File: src/rtl/lvds_pulse_conditioner_if.sv
// Bundle between the LVDS pulse source and the pulse conditioner.
// The master drives the raw pulse, the slave (conditioner) returns the conditioned results.
interface lvds_pulse_conditioner_if #(
    parameter int unsigned WIDTH_W = 16
);
    logic               signal;
    logic               detection;
    logic               level;
    logic               width_valid;
    logic [WIDTH_W-1:0] width;
    logic [15:0]        dropped_count;

    modport master (
        output signal,
        input  detection,
        input  level,
        input  width_valid,
        input  width,
        input  dropped_count
    );

    modport slave (
        input  signal,
        output detection,
        output level,
        output width_valid,
        output width,
        output dropped_count
    );
endinterface

File: src/rtl/lvds_pulse_conditioner.sv
// Synchronises and glitch-filters the LVDS buffer output, strobes accepted rising edges
// under a re-trigger holdoff, and measures the filtered high time of each accepted pulse.
module lvds_pulse_conditioner #(
    parameter int unsigned SYNC_STAGES = 2,
    parameter int unsigned FILTER_LEN  = 4,
    parameter int unsigned HOLDOFF     = 16,
    parameter int unsigned WIDTH_W     = 16
) (
    input  logic                      clk,
    input  logic                      rst,
    lvds_pulse_conditioner_if.slave   bus
);
    localparam int unsigned FCW = $clog2(FILTER_LEN + 1);
    localparam int unsigned HCW = (HOLDOFF > 0) ? $clog2(HOLDOFF + 1) : 1;

    typedef enum logic [1:0] {
        ST_LOW      = 2'd0,
        ST_HIGH_ACC = 2'd1,
        ST_HIGH_REJ = 2'd2
    } state_t;

    logic [SYNC_STAGES-1:0] sync_q;
    logic [SYNC_STAGES-1:0] sync_d;
    logic                   level_q;
    logic                   level_d;
    logic [FCW-1:0]         filt_cnt_q;
    logic [FCW-1:0]         filt_cnt_d;

    state_t                 state_q;
    logic [WIDTH_W-1:0]     width_cnt_q;
    logic [WIDTH_W-1:0]     width_q;
    logic [HCW-1:0]         hold_q;
    logic                   det_q;
    logic                   width_valid_q;
    logic [15:0]            dropped_q;

    logic                   sync_out_s;
    logic                   toggle_s;
    logic                   rise_s;
    logic                   fall_s;
    logic                   hold_free_s;

    // Next-state of the synchroniser and glitch filter, plus the edge events they imply.
    always_comb begin
        sync_out_s = sync_q[SYNC_STAGES-1];
        sync_d     = {sync_q[SYNC_STAGES-2:0], bus.signal};
        toggle_s   = 1'b0;
        filt_cnt_d = {FCW{1'b0}};
        if (sync_out_s != level_q) begin
            if ((filt_cnt_q + FCW'(1)) == FCW'(FILTER_LEN)) begin
                toggle_s   = 1'b1;
                filt_cnt_d = {FCW{1'b0}};
            end else begin
                filt_cnt_d = filt_cnt_q + FCW'(1);
            end
        end else begin
            filt_cnt_d = {FCW{1'b0}};
        end
        level_d = toggle_s ? ~level_q : level_q;
        rise_s  = toggle_s & ~level_q;
        fall_s  = toggle_s & level_q;
        // A counter at 1 reaches zero on this very edge, so that rise is still accepted.
        hold_free_s = (hold_q <= HCW'(1));
    end

    // Synchroniser chain, filtered level and filter run-length counter.
    always_ff @(posedge clk) begin
        if (rst) begin
            sync_q     <= {SYNC_STAGES{1'b0}};
            level_q    <= 1'b0;
            filt_cnt_q <= {FCW{1'b0}};
        end else begin
            sync_q     <= sync_d;
            level_q    <= level_d;
            filt_cnt_q <= filt_cnt_d;
        end
    end

    // Pulse FSM with holdoff, drop counting and width measurement; all outputs registered.
    always_ff @(posedge clk) begin
        if (rst) begin
            state_q       <= ST_LOW;
            width_cnt_q   <= {WIDTH_W{1'b0}};
            width_q       <= {WIDTH_W{1'b0}};
            hold_q        <= {HCW{1'b0}};
            det_q         <= 1'b0;
            width_valid_q <= 1'b0;
            dropped_q     <= 16'h0000;
        end else begin
            det_q         <= 1'b0;
            width_valid_q <= 1'b0;
            if (hold_q != {HCW{1'b0}}) begin
                hold_q <= hold_q - HCW'(1);
            end else begin
                hold_q <= hold_q;
            end
            case (state_q)
                ST_LOW: begin
                    if (rise_s) begin
                        if (hold_free_s) begin
                            state_q     <= ST_HIGH_ACC;
                            det_q       <= 1'b1;
                            width_cnt_q <= WIDTH_W'(1);
                            hold_q      <= HCW'(HOLDOFF);
                        end else begin
                            state_q <= ST_HIGH_REJ;
                            if (dropped_q != 16'hFFFF) begin
                                dropped_q <= dropped_q + 16'd1;
                            end else begin
                                dropped_q <= dropped_q;
                            end
                        end
                    end else begin
                        state_q <= ST_LOW;
                    end
                end
                ST_HIGH_ACC: begin
                    if (fall_s) begin
                        state_q       <= ST_LOW;
                        width_q       <= width_cnt_q;
                        width_valid_q <= 1'b1;
                    end else if (width_cnt_q != {WIDTH_W{1'b1}}) begin
                        width_cnt_q <= width_cnt_q + WIDTH_W'(1);
                    end else begin
                        width_cnt_q <= width_cnt_q;
                    end
                end
                ST_HIGH_REJ: begin
                    if (fall_s) begin
                        state_q <= ST_LOW;
                    end else begin
                        state_q <= ST_HIGH_REJ;
                    end
                end
                default: begin
                    state_q <= ST_LOW;
                end
            endcase
        end
    end

    assign bus.detection     = det_q;
    assign bus.level         = level_q;
    assign bus.width_valid   = width_valid_q;
    assign bus.width         = width_q;
    assign bus.dropped_count = dropped_q;
endmodule

File: src/flat_wrapper.sv
// flat-port wrapper written by rule: the top's interface ports become plain ports
module lvds_pulse_conditioner_flat 
#(
    parameter int unsigned SYNC_STAGES = 2,
    parameter int unsigned FILTER_LEN  = 4,
    parameter int unsigned HOLDOFF     = 16,
    parameter int unsigned WIDTH_W     = 16
)
  (clk, rst, bus_signal, bus_detection, bus_level, bus_width_valid, bus_width, bus_dropped_count);
  lvds_pulse_conditioner_if #(.WIDTH_W(WIDTH_W)) bus_i ();
  input  logic clk;
  input  logic rst;
  input wire logic [$bits(bus_i.signal)-1:0] bus_signal;
  output wire logic [$bits(bus_i.detection)-1:0] bus_detection;
  output wire logic [$bits(bus_i.level)-1:0] bus_level;
  output wire logic [$bits(bus_i.width_valid)-1:0] bus_width_valid;
  output wire logic [$bits(bus_i.width)-1:0] bus_width;
  output wire logic [$bits(bus_i.dropped_count)-1:0] bus_dropped_count;
  assign bus_i.signal = bus_signal;
  assign bus_detection = bus_i.detection;
  assign bus_level = bus_i.level;
  assign bus_width_valid = bus_i.width_valid;
  assign bus_width = bus_i.width;
  assign bus_dropped_count = bus_i.dropped_count;
  lvds_pulse_conditioner #(.SYNC_STAGES(SYNC_STAGES), .FILTER_LEN(FILTER_LEN), .HOLDOFF(HOLDOFF), .WIDTH_W(WIDTH_W)) u_core (.clk(clk), .rst(rst), .bus(bus_i));
endmodule
File: config.mk
export PLATFORM = sky130hd
export DESIGN_NAME = lvds_pulse_conditioner_flat
export DESIGN_NICKNAME = d
export VERILOG_FILES = /design/src/rtl/lvds_pulse_conditioner_if.sv /design/src/rtl/lvds_pulse_conditioner.sv /design/src/flat_wrapper.sv
export SDC_FILE = /design/constraint.sdc
export NUM_CORES = 1
export LEC_CHECK = 0
export BUFFER_PORTS_ARGS = -buffer_cell sky130_fd_sc_hd__buf_2
export CAP_MARGIN = 30
export CORE_MARGIN = 8
export CORE_UTILIZATION = 35
export DETAILED_ROUTE_END_ITERATION = 12
export SLEW_MARGIN = 20
export SYNTH_ARGS = -nofsm -noshare
export SYNTH_HDL_FRONTEND = slang
export SYNTH_SLANG_ARGS = --single-unit
File: constraint.sdc
create_clock -name clk -period 2.8 [get_ports clk]
set_input_delay 0.42 -clock clk [delete_from_list [all_inputs] [get_ports clk]]
set_output_delay 0.42 -clock clk [all_outputs]
set_load 0.03 [all_outputs]
# After elaboration in Yosys (flattened, before gate mapping)
# Index checks and enable logic that the tools add are counted.
[word_totals] ff_bits=63 latchBits=0 ram_bits=0 rom_bits=0 inputBits=3 output_inout_bits=35 elab_cells=61 mem_count=0
[op_classes] addsub=4 n_mul=0 div=0 order_cmp=1 n_eq_ne=11 shift=0 mux=18 bitwise=8 reduce_logical=9
[op_table] op="2-to-1 mux 16 bit" count=4
[op_table] op="adder 16 x 1 -> 16 bit, second input constant" count=2
[op_table] op="!= test 16 bit, second input constant" count=2
[op_table] op="one-hot mux 16 bit (2 select lines)" count=1
[op_table] op="2-to-1 mux 5 bit" count=4
[op_table] op="2-to-1 mux 2 bit" count=4
[op_table] op="!= test 2 x 1 -> 1 bit, second input constant" count=4
[op_table] op="inverter 1 bit" count=6
[op_table] op="one-hot mux 2 bit (3 select lines)" count=1
[op_table] op="OR reduction 3 bit" count=2
[op_table] op="less-or-equal comparator 5 x 1 -> 1 bit, second input constant" count=1
[op_table] op="AND reduction 5 bit" count=1
[op_table] op="nonzero test 5 bit" count=1
[op_table] op="subtractor 5 x 1 -> 5 bit, second input constant" count=1
[op_table] op="2-to-1 mux 1 bit" count=4
[op_table] op="AND reduction 4 bit" count=1
[op_table] op="adder 3 x 1 -> 3 bit, second input constant" count=1
[op_table] op="equality test 3 bit, second input constant" count=1
[op_table] op="AND 1 bit" count=2
[op_table] op="equality test 2 x 1 -> 1 bit, second input constant" count=1
[op_table] op="equality test 2 bit, second input constant" count=1
[op_table] op="logical NOT 2 bit" count=1
[op_table] op="!= test 2 bit, second input constant" count=1
[op_table] op="AND reduction 2 bit" count=1
[op_table] op="other kinds (3)" count=3

# Depth between registers and ports, before layout
[depth] ltp_word=7 mapped_depth=9 ltp_nobuf=7

# Least setup slack after synthesis
# No wires, ideal clock.
[synth_timing] path_type="reg-to-reg" start="reg u_core.filt_cnt_q[0]" end="reg u_core.width_cnt_q[5]" setup_ns=0.086 arrival_time_ns=2.277 required_time_ns=2.714 setup_slack_ns=0.438 stages_incl_launch_ff=8 n_path_buf=1 period_less_slack_ns=2.362 path_cell_list="dfxtp_1 -> ha_1 -> xor2_2 -> and4b_1 -> or4_1 -> clkbuf_2 -> or4_1 -> a211oi_1"
[synth_between] elab_chain_len=7 word_cells_on_any_way=9 cone_classes="1 x add/sub; 3 x eq/ne; 2 x mux; 2 x bitwise; 1 x reduce/logical"
[synth_lines] item="from (decl)" line="lvds_pulse_conditioner.sv:26" rtl="logic [FCW-1:0] filt_cnt_q;"
[synth_lines] item="from (signal assigned)" line="lvds_pulse_conditioner.sv:71" rtl="filt_cnt_q <= {FCW{1'b0}};"
[synth_lines] item="from (signal assigned)" line="lvds_pulse_conditioner.sv:75" rtl="filt_cnt_q <= filt_cnt_d;"
[synth_lines] item="adder 3 x 1 -> 3 bit (*)" line="lvds_pulse_conditioner.sv:50" rtl="if ((filt_cnt_q + FCW'(1)) == FCW'(FILTER_LEN)) begin"
[synth_lines] item="equality test 3 bit (*)" line="lvds_pulse_conditioner.sv:50"
[synth_lines] item="2-to-1 mux 1 bit (*)" line="lvds_pulse_conditioner.sv:50"
[synth_lines] item="2-to-1 mux 1 bit (*)" line="lvds_pulse_conditioner.sv:49" rtl="if (sync_out_s != level_q) begin"
[synth_lines] item="AND 1 bit (on tied branches)" line="lvds_pulse_conditioner.sv:61, lvds_pulse_conditioner.sv:60"
[synth_lines] item="!= test 2 bit (no source line) / != test 2 x 1 -> 1 bit (equally long branches)"
[synth_lines] item="AND reduction 5 bit (no source line) (*)"
[synth_lines] item="to (signal assigned)" line="lvds_pulse_conditioner.sv:83" rtl="width_cnt_q <= {WIDTH_W{1'b0}};"
[synth_lines] item="to (signal assigned)" line="lvds_pulse_conditioner.sv:123" rtl="width_cnt_q <= width_cnt_q + WIDTH_W'(1);"
[synth_lines] item="to (signal assigned)" line="lvds_pulse_conditioner.sv:125" rtl="width_cnt_q <= width_cnt_q;"
[synth_lines] item="to (decl)" line="lvds_pulse_conditioner.sv:30" rtl="logic [WIDTH_W-1:0] width_cnt_q;"
# Every way passes the cells marked *; elsewhere a longest branch is shown, timed or not.
# A chain may end at the register's enable or synchronous reset.

# Worst setup path in the final report
[layout_timing] start="reg u_core.filt_cnt_q[0]" end="reg u_core.width_cnt_q[9]"
# Same word-level chain as after synthesis.

==> out/qor.txt <==
Via density = 5.35
Iter 0 DRT Violations = 202
Register area share after synthesis = 0.429
Power Internal = 1.56 mW
DR WL/cell = 14.0 µm
CP arrival = 2.70 ns
Max Cap Viol = 0
Most used DFF post-synth = dfxtp_1
FFs w/ async S/R, synth = 0
I/O Buffers = 37
Initial core utilization = 0.360
Site Rows = 33
Seq pwr share = 0.457
Worst skew pair latency = 0.35 ns
CTS resizes = 0
Crit-path max FO = 10
Status = completed
FILL cells = 836
Setup bufs post-CTS = 0
Post-DP HPWL = 4930 µm
CTS tree = done
Worst Tran Pin Value = 0.661 ns
Crit end category = flop
Clock sinks = 63
Nets@finish = 397
CP startpoint kind = flop
Overall routing resource usage = 0.126
Final Critical Period = 2.43 ns
DRC Markers = 0
Register area = 1260 µm²
Maximum VDD drop = 0.250 mV
H-tree Lvls = 3
First-pass GRT wire length = 11800 µm
Layout overhead on the synthesized area = 18.4%
Layout cells sized above 1 = 0.176
Clock Skew = 0.0123 ns
Leak = 1.38 nW
Commonest non-fill, non-tap cell in the layout = dfxtp_1
TritonCTS Buffers = 9
Synth warn = 0
Crit path launch = u_core.filt_cnt_q[0]$_SDFF_PP0_
Total Wirelength = 6970 µm
Met1 WL = 3490 µm
Highest metal used = met4
Most frequent cells in the layout = dfxtp_1 (63), nand2_1 (59), buf_2 (37), a21oi_1 (27), nor2_1 (25)
Synth Net Count = 357
Max Fclk = 412 MHz
Cells after Synth = 347
RSZ-0062 raised after global routing = false
Sw Pwr = 567 µW
Final setup fails = 0
Synth Area per Inst = 8.47 µm²
Clk root buf = clkbuf_8
Die footprint = 11600 µm²
Fin. Hold Viols = 0
Placed cells = 481
Fin crit share = 0.867
Largest net degree at the start of global routing = 45
Grt total ovfl = 0
Post-synthesis register bit count = 63
Crit path kind = reg -> reg
Antenna violations before repair = 0
Antenna Cells = 0
Hold Path Depth = 2
Worst hold start = bus_signal
Req. time, crit path = 3.07 ns
Area of the multi-input gates = 1590 µm²
Core ar. = 8180 µm²
Synthesized area = 2940 µm²
Post-synth cell types = 52
Antenna-violating nets left = 0
Clock share of power = 0.415
Max-slew headroom = 0.556
Gate power share = 0.128
# IOs = 38
Switching Share = 0.266
Fin cells = 497
Final setup TNS = 0 ns
Die width = 108 µm
Met2 wire len = 2990 µm
Die Y = 108 µm
Gpl congestion = 0.822
Worst min-delay path category = in -> reg
Reg-to-Reg Start = u_core.filt_cnt_q[0]$_SDFF_PP0_
Drt first pass iters = 4
PwrDens = 612 nW/µm²
Vias in the first global route = 2448
Reg2reg path depth = 7
Max Slew Vio Count = 0
Hold buffers post-CTS = 0
EDFF count, synth = 0
Max Root-Sink Buffers = 2
Met3 wire len = 347 µm
Routed vias = 2660
Reg clk slew, reported paths = 0.07 ns
## power groups by stage
stage	logic (mW)	clock network, mW	registers (mW)
final	0.272	0.884	0.974
after global routing	0.320	0.946	0.979
after CTS	0.274	0.909	0.973
after detailed placement	0.274	0	0.992
after floorplan	0.229	0	0.986
after global placement	0.269	0	0.992
## final timing paths
check | slack [ns] | end
worst min register to register | 0.44 | u_core.sync_q[1]$_SDFF_PP0_
worst min-delay path | 0.28 | u_core.sync_q[0]$_SDFF_PP0_
worst max-delay path | 0.37 | u_core.width_cnt_q[9]$_SDFFE_PP0P_
worst max register to register | 0.37 | u_core.width_cnt_q[9]$_SDFFE_PP0P_
## layer usage
| metal | vias up | GRT usage |
|---|---|---|
| met3 | 11 | 0.0305 |
| met1 | 1253 | 0.168 |
| met2 | 50 | 0.183 |
| met5 | - | 0 |
| met4 | 0 | 0.0684 |
| li1 | 1346 | - |
## final cells by class
cell class	count	area share
timing repair buffer	46	0.0726
multi-input combinational	260	0.456
clock inverter	6	0.0241
clock buffer	10	0.0395
inverter	7	0.00755
sequential	63	0.362
tap	105	0.0377
## cells in the mapped netlist, drive strengths merged, types with 2 or more instances
cell      n  area [µm²]
nand4     7        43.8
nor3      9        50.1
nor4      5        31.3
clkbuf   16        61.3
and2      8        50.1
or4       8        60.1
nor2     25        93.8
nand2b    2        12.5
a21bo     2        20.0
nand3    11        55.1
o211a     2        20.0
nor2b     6        37.5
o21ai     3        15.0
nand4b    2        17.5
a211oi    5        42.5
o21a      3        22.5
a2111oi   4        35.0
xnor2     9        78.8
nand2    59         221
and3      9        56.3
and4      6        52.6
xor2      3        33.8
ha        7        87.6
o311ai    5        43.8
o32ai     2        17.5
a21o      2        15.0
o211ai    5        37.5
inv       6        22.5
o31ai     9        67.6
dfxtp    63        1260
a21oi    27         135
## worst max-delay path, stage by stage (launching register included)
cell and delay [ns]:
dfxtp_1 0.33, ha_1 0.23, xor2_2 0.22, and4b_1 0.21
or4_1 0.55, buf_4 0.20, or4_1 0.47, o22ai_1 0.15
## kinds of logic after synthesis
family / Yosys count / synth area share
buffers and inverters: 24 / 0.0311
adders and majority gates: 7 / 0.0298
AOI/OAI and AO/OA: 79 / 0.190
DFF: 63 / 0.429
and+or+nand+nor: 160 / 0.275
muxes: 2 / 0.00723
xor gates and xnor gates: 12 / 0.0383
## per-stage QoR
stage           util  instance area, µm²  setup slack, ns  total power, mW  hold slack, ns
2_1_floorplan      -                2940            0.438             1.22           0.414
3_3_place_gp   0.399                3260            0.432             1.26           0.416
3_5_place_dp   0.399                3260            0.390             1.27           0.436
4_1_cts        0.426                3480            0.367             2.16           0.271
5_1_grt        0.426                3480            0.151             2.24           0.289
6_report       0.426                3480            0.372             2.13           0.285
## state kept, by name, indices dropped and copies added (netlist names), 2 cells and up
name                      flops
u_core.bus.dropped_count     16
u_core.filt_cnt_q             3
u_core.bus.width             16
u_core.sync_q                 2
u_core.width_cnt_q           16
u_core.hold_q                 5
u_core.state_q                2
Power figures use the tool's default switching activity.
